--- config.mk ---
export PLATFORM = sky130hd
export DESIGN_NAME = muldiv_sequencer
export DESIGN_NICKNAME = d
export VERILOG_FILES = /design/src/rtl/muldiv_sequencer.sv
export SDC_FILE = /design/constraint.sdc
export NUM_CORES = 1
export LEC_CHECK = 0
export CORE_ASPECT_RATIO = 0.7
export CORE_MARGIN = 10
export CORE_UTILIZATION = 43
export CTS_CLUSTER_SIZE = 28
export DETAILED_ROUTE_END_ITERATION = 7
export PLACE_DENSITY_LB_ADDON = 0.3
export SLEW_MARGIN = 20
export SYNTH_ARGS = -nofsm -noshare
export SYNTH_HDL_FRONTEND = slang
export SYNTH_SLANG_ARGS = --single-unit
--- constraint.sdc ---
create_clock -name clk -period 3.9 [get_ports clk]
set_input_delay 0.78 -clock clk [delete_from_list [all_inputs] [get_ports clk]]
set_output_delay 0.78 -clock clk [all_outputs]
set_load 0.005 [all_outputs]
--- src/rtl/muldiv_sequencer.sv ---
// Multi-cycle HI/LO multiply/divide sequencer: one bit per cycle, shift-add multiply,
// restoring divide. Owns HI/LO and stalls the pipeline on HI/LO use while in flight.
module muldiv_sequencer #(
    parameter int WIDTH = 32
) (
    input  logic             clk,
    input  logic             reset,
    input  logic             start,
    input  logic [1:0]       op,
    input  logic [WIDTH-1:0] a,
    input  logic [WIDTH-1:0] b,
    input  logic             hilo_read,
    input  logic             write_hi,
    input  logic             write_lo,
    input  logic [WIDTH-1:0] wdata,
    output logic             busy,
    output logic             done,
    output logic             stall,
    output logic [WIDTH-1:0] hi,
    output logic [WIDTH-1:0] lo
);

    localparam int CW = (WIDTH > 1) ? $clog2(WIDTH) : 1;
    localparam logic [CW-1:0] LAST_ITER = CW'(WIDTH - 1);

    typedef enum logic [1:0] {
        S_IDLE,
        S_MUL,
        S_DIV,
        S_FIX
    } state_e;

    state_e               state_q, state_d;
    logic                 is_div_q, is_div_d;
    logic                 neg_q, neg_d;          // product / quotient negate
    logic                 rem_neg_q, rem_neg_d;  // remainder follows dividend sign
    logic                 div_zero_q, div_zero_d;
    logic [WIDTH-1:0]     opa_q, opa_d;          // multiplicand / dividend (shifts left)
    logic [WIDTH-1:0]     opb_q, opb_d;          // multiplier (shifts right) / divisor
    logic [2*WIDTH-1:0]   acc_q, acc_d;          // product, or {remainder, quotient}
    logic [CW-1:0]        cnt_q, cnt_d;
    logic                 busy_q, busy_d;
    logic                 done_q, done_d;
    logic [WIDTH-1:0]     hi_q, hi_d;
    logic [WIDTH-1:0]     lo_q, lo_d;

    logic                 sign_a, sign_b;
    logic [WIDTH-1:0]     mul_addend;
    logic [WIDTH:0]       mul_sum;
    logic [WIDTH:0]       div_shift;
    logic [WIDTH+1:0]     div_trial;
    logic [2*WIDTH-1:0]   prod_fix;
    logic [WIDTH-1:0]     quo, rem;

    // NOTE: every variable gets a default at the top of always_comb so that no
    // path leaves one unassigned, which would otherwise infer a latch.
    always_comb begin
        state_d    = state_q;
        is_div_d   = is_div_q;
        neg_d      = neg_q;
        rem_neg_d  = rem_neg_q;
        div_zero_d = div_zero_q;
        opa_d      = opa_q;
        opb_d      = opb_q;
        acc_d      = acc_q;
        cnt_d      = cnt_q;
        busy_d     = busy_q;
        done_d     = 1'b0;
        hi_d       = hi_q;
        lo_d       = lo_q;

        sign_a     = op[0] & a[WIDTH-1];
        sign_b     = op[0] & b[WIDTH-1];

        mul_addend = opb_q[0] ? opa_q : '0;
        mul_sum    = {1'b0, acc_q[2*WIDTH-1:WIDTH]} + {1'b0, mul_addend};

        div_shift  = {acc_q[2*WIDTH-1:WIDTH], opa_q[WIDTH-1]};
        div_trial  = {1'b0, div_shift} - {2'b0, opb_q};

        prod_fix   = neg_q ? -acc_q : acc_q;
        quo        = acc_q[WIDTH-1:0];
        rem        = acc_q[2*WIDTH-1:WIDTH];

        case (state_q)
            S_IDLE: begin
                if (write_hi) hi_d = wdata;
                if (write_lo) lo_d = wdata;
                if (start) begin
                    // Magnitudes of signed operands; -2^(W-1) maps to itself, which is
                    // the correct unsigned magnitude.
                    opa_d      = sign_a ? -a : a;
                    opb_d      = sign_b ? -b : b;
                    acc_d      = '0;
                    cnt_d      = '0;
                    is_div_d   = op[1];
                    neg_d      = sign_a ^ sign_b;
                    rem_neg_d  = sign_a;
                    div_zero_d = (b == '0);
                    busy_d     = 1'b1;
                    state_d    = op[1] ? S_DIV : S_MUL;
                end
            end

            S_MUL: begin
                acc_d = {mul_sum, acc_q[WIDTH-1:1]};
                opb_d = opb_q >> 1;
                cnt_d = cnt_q + CW'(1);
                if (cnt_q == LAST_ITER) state_d = S_FIX;
            end

            S_DIV: begin
                // Non-negative trial keeps the difference; otherwise restore.
                if (!div_trial[WIDTH+1]) begin
                    acc_d = {div_trial[WIDTH-1:0], acc_q[WIDTH-2:0], 1'b1};
                end else begin
                    acc_d = {div_shift[WIDTH-1:0], acc_q[WIDTH-2:0], 1'b0};
                end
                opa_d = opa_q << 1;
                cnt_d = cnt_q + CW'(1);
                if (cnt_q == LAST_ITER) state_d = S_FIX;
            end

            S_FIX: begin
                if (is_div_q) begin
                    // Divide by zero leaves |a| as remainder, so sign fixup restores raw a.
                    lo_d = div_zero_q ? '1 : (neg_q ? -quo : quo);
                    hi_d = rem_neg_q ? -rem : rem;
                end else begin
                    hi_d = prod_fix[2*WIDTH-1:WIDTH];
                    lo_d = prod_fix[WIDTH-1:0];
                end
                busy_d  = 1'b0;
                done_d  = 1'b1;
                state_d = S_IDLE;
            end

            default: begin
                busy_d  = 1'b0;
                state_d = S_IDLE;
            end
        endcase
    end

    // NOTE: sequential state uses non-blocking assignments only, so every flop
    // samples the pre-edge value of its _d regardless of statement order.
    always_ff @(posedge clk) begin
        if (reset) begin
            state_q    <= S_IDLE;
            is_div_q   <= 1'b0;
            neg_q      <= 1'b0;
            rem_neg_q  <= 1'b0;
            div_zero_q <= 1'b0;
            opa_q      <= '0;
            opb_q      <= '0;
            acc_q      <= '0;
            cnt_q      <= '0;
            busy_q     <= 1'b0;
            done_q     <= 1'b0;
            hi_q       <= '0;
            lo_q       <= '0;
        end else begin
            state_q    <= state_d;
            is_div_q   <= is_div_d;
            neg_q      <= neg_d;
            rem_neg_q  <= rem_neg_d;
            div_zero_q <= div_zero_d;
            opa_q      <= opa_d;
            opb_q      <= opb_d;
            acc_q      <= acc_d;
            cnt_q      <= cnt_d;
            busy_q     <= busy_d;
            done_q     <= done_d;
            hi_q       <= hi_d;
            lo_q       <= lo_d;
        end
    end

    assign busy  = busy_q;
    assign done  = done_q;
    assign hi    = hi_q;
    assign lo    = lo_q;
    assign stall = busy_q & (start | hilo_read | write_hi | write_lo);

endmodule

==> results of run 1 <==
-- logic make-up after synthesis --
logic type,share of synthesized area
flops,0.2649
simple gates,0.2332
xor+xnor,0.09443
compound gates,0.2758
mux,0.01777
fa+ha+maj,0.06317
buf+inv,0.05073
-- stage by stage --
stage / instance area, um^2 / hold WS [ns] / power, uW / utilization / std cells
2_1_floorplan: 15490 / 0.4319 / 5905 / - / 2159
3_3_place_gp: 17770 / 0.4378 / 7562 / 0.4977 / 2734
3_5_place_dp: 17770 / 0.4438 / 7599 / 0.4977 / 2734
4_1_cts: 18510 / 0.4525 / 9847 / 0.5185 / 2776
5_1_grt: 18510 / 0.4774 / 10540 / 0.5185 / 2776
6_report: 18520 / 0.4553 / 9937 / 0.5186 / 2777
-- path summary, 6_finish.rpt --
| check | start | to | slack (ns) | depth (start not counted) |
|---|---|---|---|---|
| max | opb_q[5] | acc_q[38] | 0.43 | 12 |
| min reg2reg | lo[17] | lo[17] | 0.46 | 2 |
| max reg2reg | opb_q[5] | acc_q[38] | 0.43 | 12 |
| min | lo[17] | lo[17] | 0.46 | 2 |
-- registers in the layout (all words and copies together), names as in the netlist --
name	flops
is_div_q	1
opa_q	32
busy	1
rem_neg_q	1
opb_q	32
state_q	2
div_zero_q	1
done	1
cnt_q	5
lo	32
acc_q	64
neg_q	1
hi	32
-- metal layers --
| metal | global-route usage | vias up |
|---|---|---|
| met2 | 0.3154 | 793 |
| met4 | 0.04741 | 0 |
| met3 | 0.08753 | 54 |
| met5 | 0 | - |
| met1 | 0.3972 | 7635 |
| li1 | - | 7930 |
-- worst reg2reg max path: stages, from the launching register on --
cell and delay (ns):
dfxtp_1 0.35, inv_1 0.05, ha_1 0.35, a211oi_1 0.49, nor3_1 0.13, a21oi_1 0.30
a21oi_1 0.15, nor3b_1 0.28, o31a_1 0.52, buf_4 0.35, nor2_1 0.09, a21oi_1 0.13
o221ai_1 0.13
-- layout by cell type, fill, tap and decap left out, types with 18 or more instances in the layout --
cell             count
a21o_1              37
clkdlybuf4s50_1    169
and2_1              41
xnor2_1             99
a211oi_1            53
dfxtp_1            205
nand2b_1            26
nand2_1            285
a21oi_1            257
xor2_1              68
o21ai_0             84
mux2i_1             23
nor2_1             248
nand3_1             40
o21ai_1             56
inv_1               66
nor3_1              36
ha_1                72
o221ai_1            19
clkbuf_16           23
a31oi_1             18
a22oi_1             56
buf_4               65
-- area by class of cell --
type,count,area [um^2]
Clock buffer,31,645.6
Clock inverter,11,97.59
Inverter,67,251.5
Sequential cell,205,4104
Fill cell,3512,17190
Multi-Input combinational cell,1748,10630
Antenna cell,1,2.502
Tap cell,480,600.6
Timing Repair Buffer,234,2180
-- power breakdown --
| part | total [uW] | switching [uW] | internal [uW] |
|---|---|---|---|
| clock network | 2240 | 1010 | 1240 |
| logic | 4820 | 3070 | 1750 |
| registers | 2870 | 345 | 2530 |
==> out/results.ini, run 1 <==
[clocking]
cts_root_buf = clkbuf_16
ctsHoldBuffers = 0
cts_tree = done
post_cts_buffers = 0
cts_resized = 0
cts_buffer_depth = 3
h-tree-depth = 1
cts_buffers = 23
clk_pin_slew_ns = 0.07
clk_latency_ns = 0.56
cts.sinks = 205

[detailed_routing]
drc = 0
drt_first_pass_iters = 6
met3_length_um = 7290
detail-route-antenna-nets = 0
top_layer = met4
wl_um = 58180
drt-initial-drc-count = 2042
vias = 16412
dr_wl_met2_um = 21090
met1_length_um = 28860
wire_per_inst_um = 20.95
routed_via_density = 5.910

[setup_path]
cpPeakStageDelay_ns = 0.52
cpLargestDelayFamily = compound AO/OA/AOI/OAI gates
path_max_fanout = 22
cp_slowest_cell = o31a_1
crit_top_cell = a21oi_1
start_kind = flip-flop
criticalPathCategory = reg2reg
path_buf_inv = 2
crit_arrival_ns = 3.88
required_ns = 4.31
endpoint_kind = flip-flop
crit_chain = inv_1, ha_1, a211oi_1, nor3_1, a21oi_1, a21oi_1, nor3b_1, o31a_1, buf_4, nor2_1, a21oi_1, o221ai_1

[yosys]
synth_area_per_cell_um2 = 7.175
synthTopCellsByArea = dfxtp_1 (26%), a21oi_1 (8.4%), nand2_1 (6.9%)
synth.most_common_cell = nand2_1
synth_cell_types = 79
synthArstFlopShare = 0
postSynthCellCount = 2159
synth_top_area_cell = dfxtp_1
synth_top_area_frac = 0.2649
synth_edf_count = 0
ys.flop_type = dfxtp_1
synth_common_cells = nand2_1 (285), a21oi_1 (259), nor2_1 (248)
synth_area_mm2 = 0.01549
seq_area_frac_synth = 0.2649
synth_seq_cells = 205
syn-num-nets = 2340
ys.warnings.count = 0

[power_and_ir_drop]
leakage_uw = 0.007293
peakVddDrop_mv = 0.3175
p_per_area_mw_per_mm2 = 536.7

[global_route]
grt_pass1_wl_um = 88280
grt_overflow_total = 0
antenna_found_initial = 0
grt_pass1_vias = 14855
grt_use_total = 0.2534
grt_start_max_net_pins = 79

[floorplan]
fp.dieH_um = 178.8
pin_count = 171
dieWidth_um = 246.9
core_mm2 = 0.03570
std_cell_rows = 58
die_area_mm2 = 0.04414
initial_core_util = 0.4338

[finish]
area_growth_syn_to_layout_pct = 19.53
drive_above_1_share = 0.05923
nNetsFinal = 2460

[place]
place_congestion = 0.9920
pre_cts_ws_ns = 0.3629
place_hpwl_um = 45230
port_buffers = 170

[worst_hold_path]
min_path_type = reg2reg

[sta]
min_period_ns = 3.474
hold_violations = 0
slew_headroom = 0.3767
tightestPinTransition_ns = 0.9329
setup_viol = 0
final-max-slew-violation-count = 0
fmax_mhz = 287.9
fin_ws_ns = 0.4261
timing.final.crit_share = 0.8908
fin_skew_ns = 0.01607
fin_setup_tns_ns = 0
rsz0062_at_grt = no

[run]
max_cap_viol_count = 0

[outcome]
status = finished clean

Power figures use the tool's default switching activity.
==> inputs of run 2 (changes only) <==
--- a/config.mk
+++ b/config.mk
@@ -5,12 +5,12 @@
 export SDC_FILE = /design/constraint.sdc
 export NUM_CORES = 1
 export LEC_CHECK = 0
+export ABC_AREA = 1
 export CORE_ASPECT_RATIO = 0.7
 export CORE_MARGIN = 10
 export CORE_UTILIZATION = 43
 export CTS_CLUSTER_SIZE = 28
 export DETAILED_ROUTE_END_ITERATION = 7
-export PLACE_DENSITY_LB_ADDON = 0.3
 export SLEW_MARGIN = 20
 export SYNTH_ARGS = -nofsm -noshare
 export SYNTH_HDL_FRONTEND = slang
==> run 2 against run 1 <==
  * Power increased by 20%
  * Clock-buffer cell count unchanged
  * Synthesized cell count increased by 52%
  * Critical path depth increased by 1
  * Clock skew increased by 0.011 ns
  * Sequential cell count unchanged
  * Setup slack improved by 0.19 ns
  * Critical endpoint is now acc_q[57]
==> out/results.ini, run 2 <==
[outcome]
status = finished clean

[place]
place_congestion = 1.063  ; +7.1%
place_area_mm2 = 0.02066  ; +16%
place_hpwl_um = 65460  ; +45%
port_buffers = 170  ; unchanged

[global_route]
grt_overflow_total = 0  ; unchanged
grt_pass1_vias = 19942  ; +34%
grt_pass1_wl_um = 123100  ; +39%
grt_use_total = 0.3086  ; +0.05515
antenna_found_initial = 1  ; +1
grt_start_max_net_pins = 81  ; +2.5%

[clocking]
h-tree-depth = 1  ; unchanged
post_cts_buffers = 0  ; unchanged
cts.sinks = 205  ; unchanged
cts_buffer_depth = 3  ; unchanged
cts_buffers = 24  ; +4.3%
ctsHoldBuffers = 0  ; unchanged
cts_resized = 0  ; unchanged
clk_latency_ns = 0.56  ; about the same
clk_pin_slew_ns = 0.06  ; about the same
cts_root_buf = clkbuf_16
cts_tree = done

[detailed_routing]
wl_um = 83020  ; +43%
drt-initial-drc-count = 3202  ; +57%
drt_first_pass_iters = 6  ; unchanged
detail-route-antenna-nets = 0  ; unchanged
wire_per_inst_um = 20.87  ; -0.37%
vias = 22796  ; +39%
drc = 0  ; unchanged
routed_via_density = 5.731  ; -3.0%

[power_and_ir_drop]
p_total_uw = 11930  ; +20%
p_per_area_mw_per_mm2 = 554.6  ; +3.3%
leakage_uw = 0.01057  ; +45%
peakVddDrop_mv = 0.4064  ; +28%

[floorplan]
fp.dieH_um = 192.9  ; +7.9%
dieWidth_um = 267.1  ; +8.2%
pin_count = 171  ; unchanged
initial_core_util = 0.4348  ; +0.0009820
std_cell_rows = 63  ; +8.6%
core_mm2 = 0.04225  ; +18%
die_area_mm2 = 0.05152  ; +17%

[setup_path]
cp.depth = 13  ; +1
cpPeakStageDelay_ns = 0.57  ; +0.05 ns
required_ns = 4.28  ; -0.03 ns
cp_slowest_cell = dfxtp_1
endpoint_kind = flip-flop
path_max_fanout = 33  ; +50%
critPathLaunch = opb_q[22]
rr_endpoint = acc_q[57]
ff2ff_setup_slack_ns = 0.62  ; +0.19 ns
path_buf_inv = 1  ; -1
worst_r2r_path_depth = 13  ; +1
rr_startpoint = opb_q[22]
crit_arrival_ns = 3.66  ; -0.22 ns
cpLargestDelayFamily = simple AND/OR/NAND/NOR gates
start_kind = flip-flop
criticalPathCategory = reg2reg
crit_top_cell = nand2_1
crit_chain = inv_1, ha_1, nand2_1, nor2_1, nand2_1, nor2_1, nand2_4, nand2_4, nand3_1, nand2_1, nand2_1, nand2_1, a21oi_1

[finish]
top_register = acc_q
mostFrequentLayoutCell = nand2_1
nNetsFinal = 3589  ; +46%
largest_reg_flops = 64  ; unchanged
area_growth_syn_to_layout_pct = 17.14
drive_above_1_share = 0.04204  ; -0.01719
most-common-layout-cells = nand2_1 (1026), inv_1 (427), a21oi_1 (320)
design_area_mm2 = 0.02152  ; +16%
post-route-util = 0.5093  ; -0.009245

[yosys]
synth_area_mm2 = 0.01837  ; +19%
synth_top_area_cell = dfxtp_1
syn-num-nets = 3465  ; +48%
postSynthCellCount = 3284  ; +52%
synth_edf_count = 0  ; unchanged
synth_seq_cells = 205  ; unchanged
synth.most_common_cell = nand2_1
synth_top_area_frac = 0.2234  ; -0.04156
synthArstFlopShare = 0  ; unchanged
seq_area_frac_synth = 0.2234  ; -0.04156
ys.flop_type = dfxtp_1
ys.warnings.count = 0  ; unchanged
synth_cell_types = 48  ; -39%
synthTopCellsByArea = dfxtp_1 (22%), nand2_1 (21%), inv_1 (8.8%)
synth_area_per_cell_um2 = 5.594  ; -22%
synth_common_cells = nand2_1 (1026), inv_1 (429), a21oi_1 (320)

[sta]
fin_skew_ns = 0.02697  ; +0.01090 ns
final-max-slew-violation-count = 0  ; unchanged
setup_viol = 0  ; unchanged
slew_headroom = 0.4041  ; +0.02737
fmax_mhz = 304.4  ; +5.8%
hold_violations = 0  ; unchanged
tightestPinTransition_ns = 0.8939  ; -0.03898 ns
min_period_ns = 3.285  ; -0.1892 ns
rsz0062_at_grt = no
holdWs_ns = 0.4642  ; +0.008855 ns
timing.final.crit_share = 0.8423  ; -0.04850
fin_setup_tns_ns = 0  ; unchanged

[run]
max_cap_viol_count = 0  ; unchanged

[worst_hold_path]
hold_path_depth = 2  ; unchanged
min_to = opb_q[31]
hp-start = opb_q[31]
min_path_type = reg2reg

## run 2: changes by cell type in the layout (fill, tap and decap cells not counted), moves of 37 or more
cell,previous run,this run
a211oi_1,53,0
a21oi_1,257,320
a22oi_1,56,0
and2_1,41,4
inv_1,66,427
nand2_1,285,1026
nand3_1,40,261
nor2_1,248,313
o21ai_0,84,231
o21ai_1,56,4
xnor2_1,99,21
xor2_1,68,25
## run 2: logic make-up after synthesis
family                     after synthesis  synth area share
DFF                                    205            0.2234
buffers and inverters                  567            0.1188
adders and majority gates               77           0.05326
xor gates and xnor gates                46           0.02193
and+or+nand+nor                       1718            0.3854
AOI/OAI and AO/OA                      671            0.1972
## run 2: metrics by stage
stage          std cells  setup WS, ns
2_1_floorplan       3284         1.600
3_3_place_gp        3934        0.7919
3_5_place_dp        3934        0.7774
4_1_cts             3977        0.8423
5_1_grt             3977        0.4765
6_report            3978        0.6152
## run 2: worst max path at each step
stage	to	slack, ns
floorplan	acc_q[55]	1.60
global placement	opa_q[22]	0.79
detailed placement	opa_q[31]	0.78
CTS	acc_q[52]	0.84
global route	acc_q[60]	0.48
finish	acc_q[57]	0.62
## run 2: power by group
| part | total, uW | internal, uW | leakage (uW) | switching (uW) |
|---|---|---|---|---|
| Clock | 2520 | 1510 | 0.000420 | 1010 |
| Combinational | 6530 | 1980 | 0.00848 | 4560 |
| Sequential | 2880 | 2530 | 0.00168 | 350 |
| Total | 11900 | 6010 | 0.0106 | 5920 |
## run 2: cell type report
class	count	area, um^2
clock buffers	31	688.2
inverters	439	1648
multi-input cells	2512	12100
flip-flops and latches	205	4104
fillers	4456	20730
diodes	1	2.502
clock inverters	12	168.9
well taps	552	690.7
repair buffers	226	2120
## run 2: routing by layer
metal | share of wire | GRT usage | vias to the layer above
li1 | - | - | 10876
met1 | 0.46 | 0.4650 | 10541
met2 | 0.38 | 0.4118 | 1270
met3 | 0.14 | 0.09871 | 106
met4 | 0.021 | 0.06277 | 3
met5 | 0.0014 | 0.01583 | -
## run 2: worst reg2reg max path: cells and delay by family (launching register included)
family                   cells  cell delay (ns)
AO/OA/AOI/OAI                1             0.08
adder cells (fa/ha/maj)      1             0.43
buffers and inverters        1             0.11
flip-flops                   1             0.57
AND/OR/NAND/NOR             10             1.93
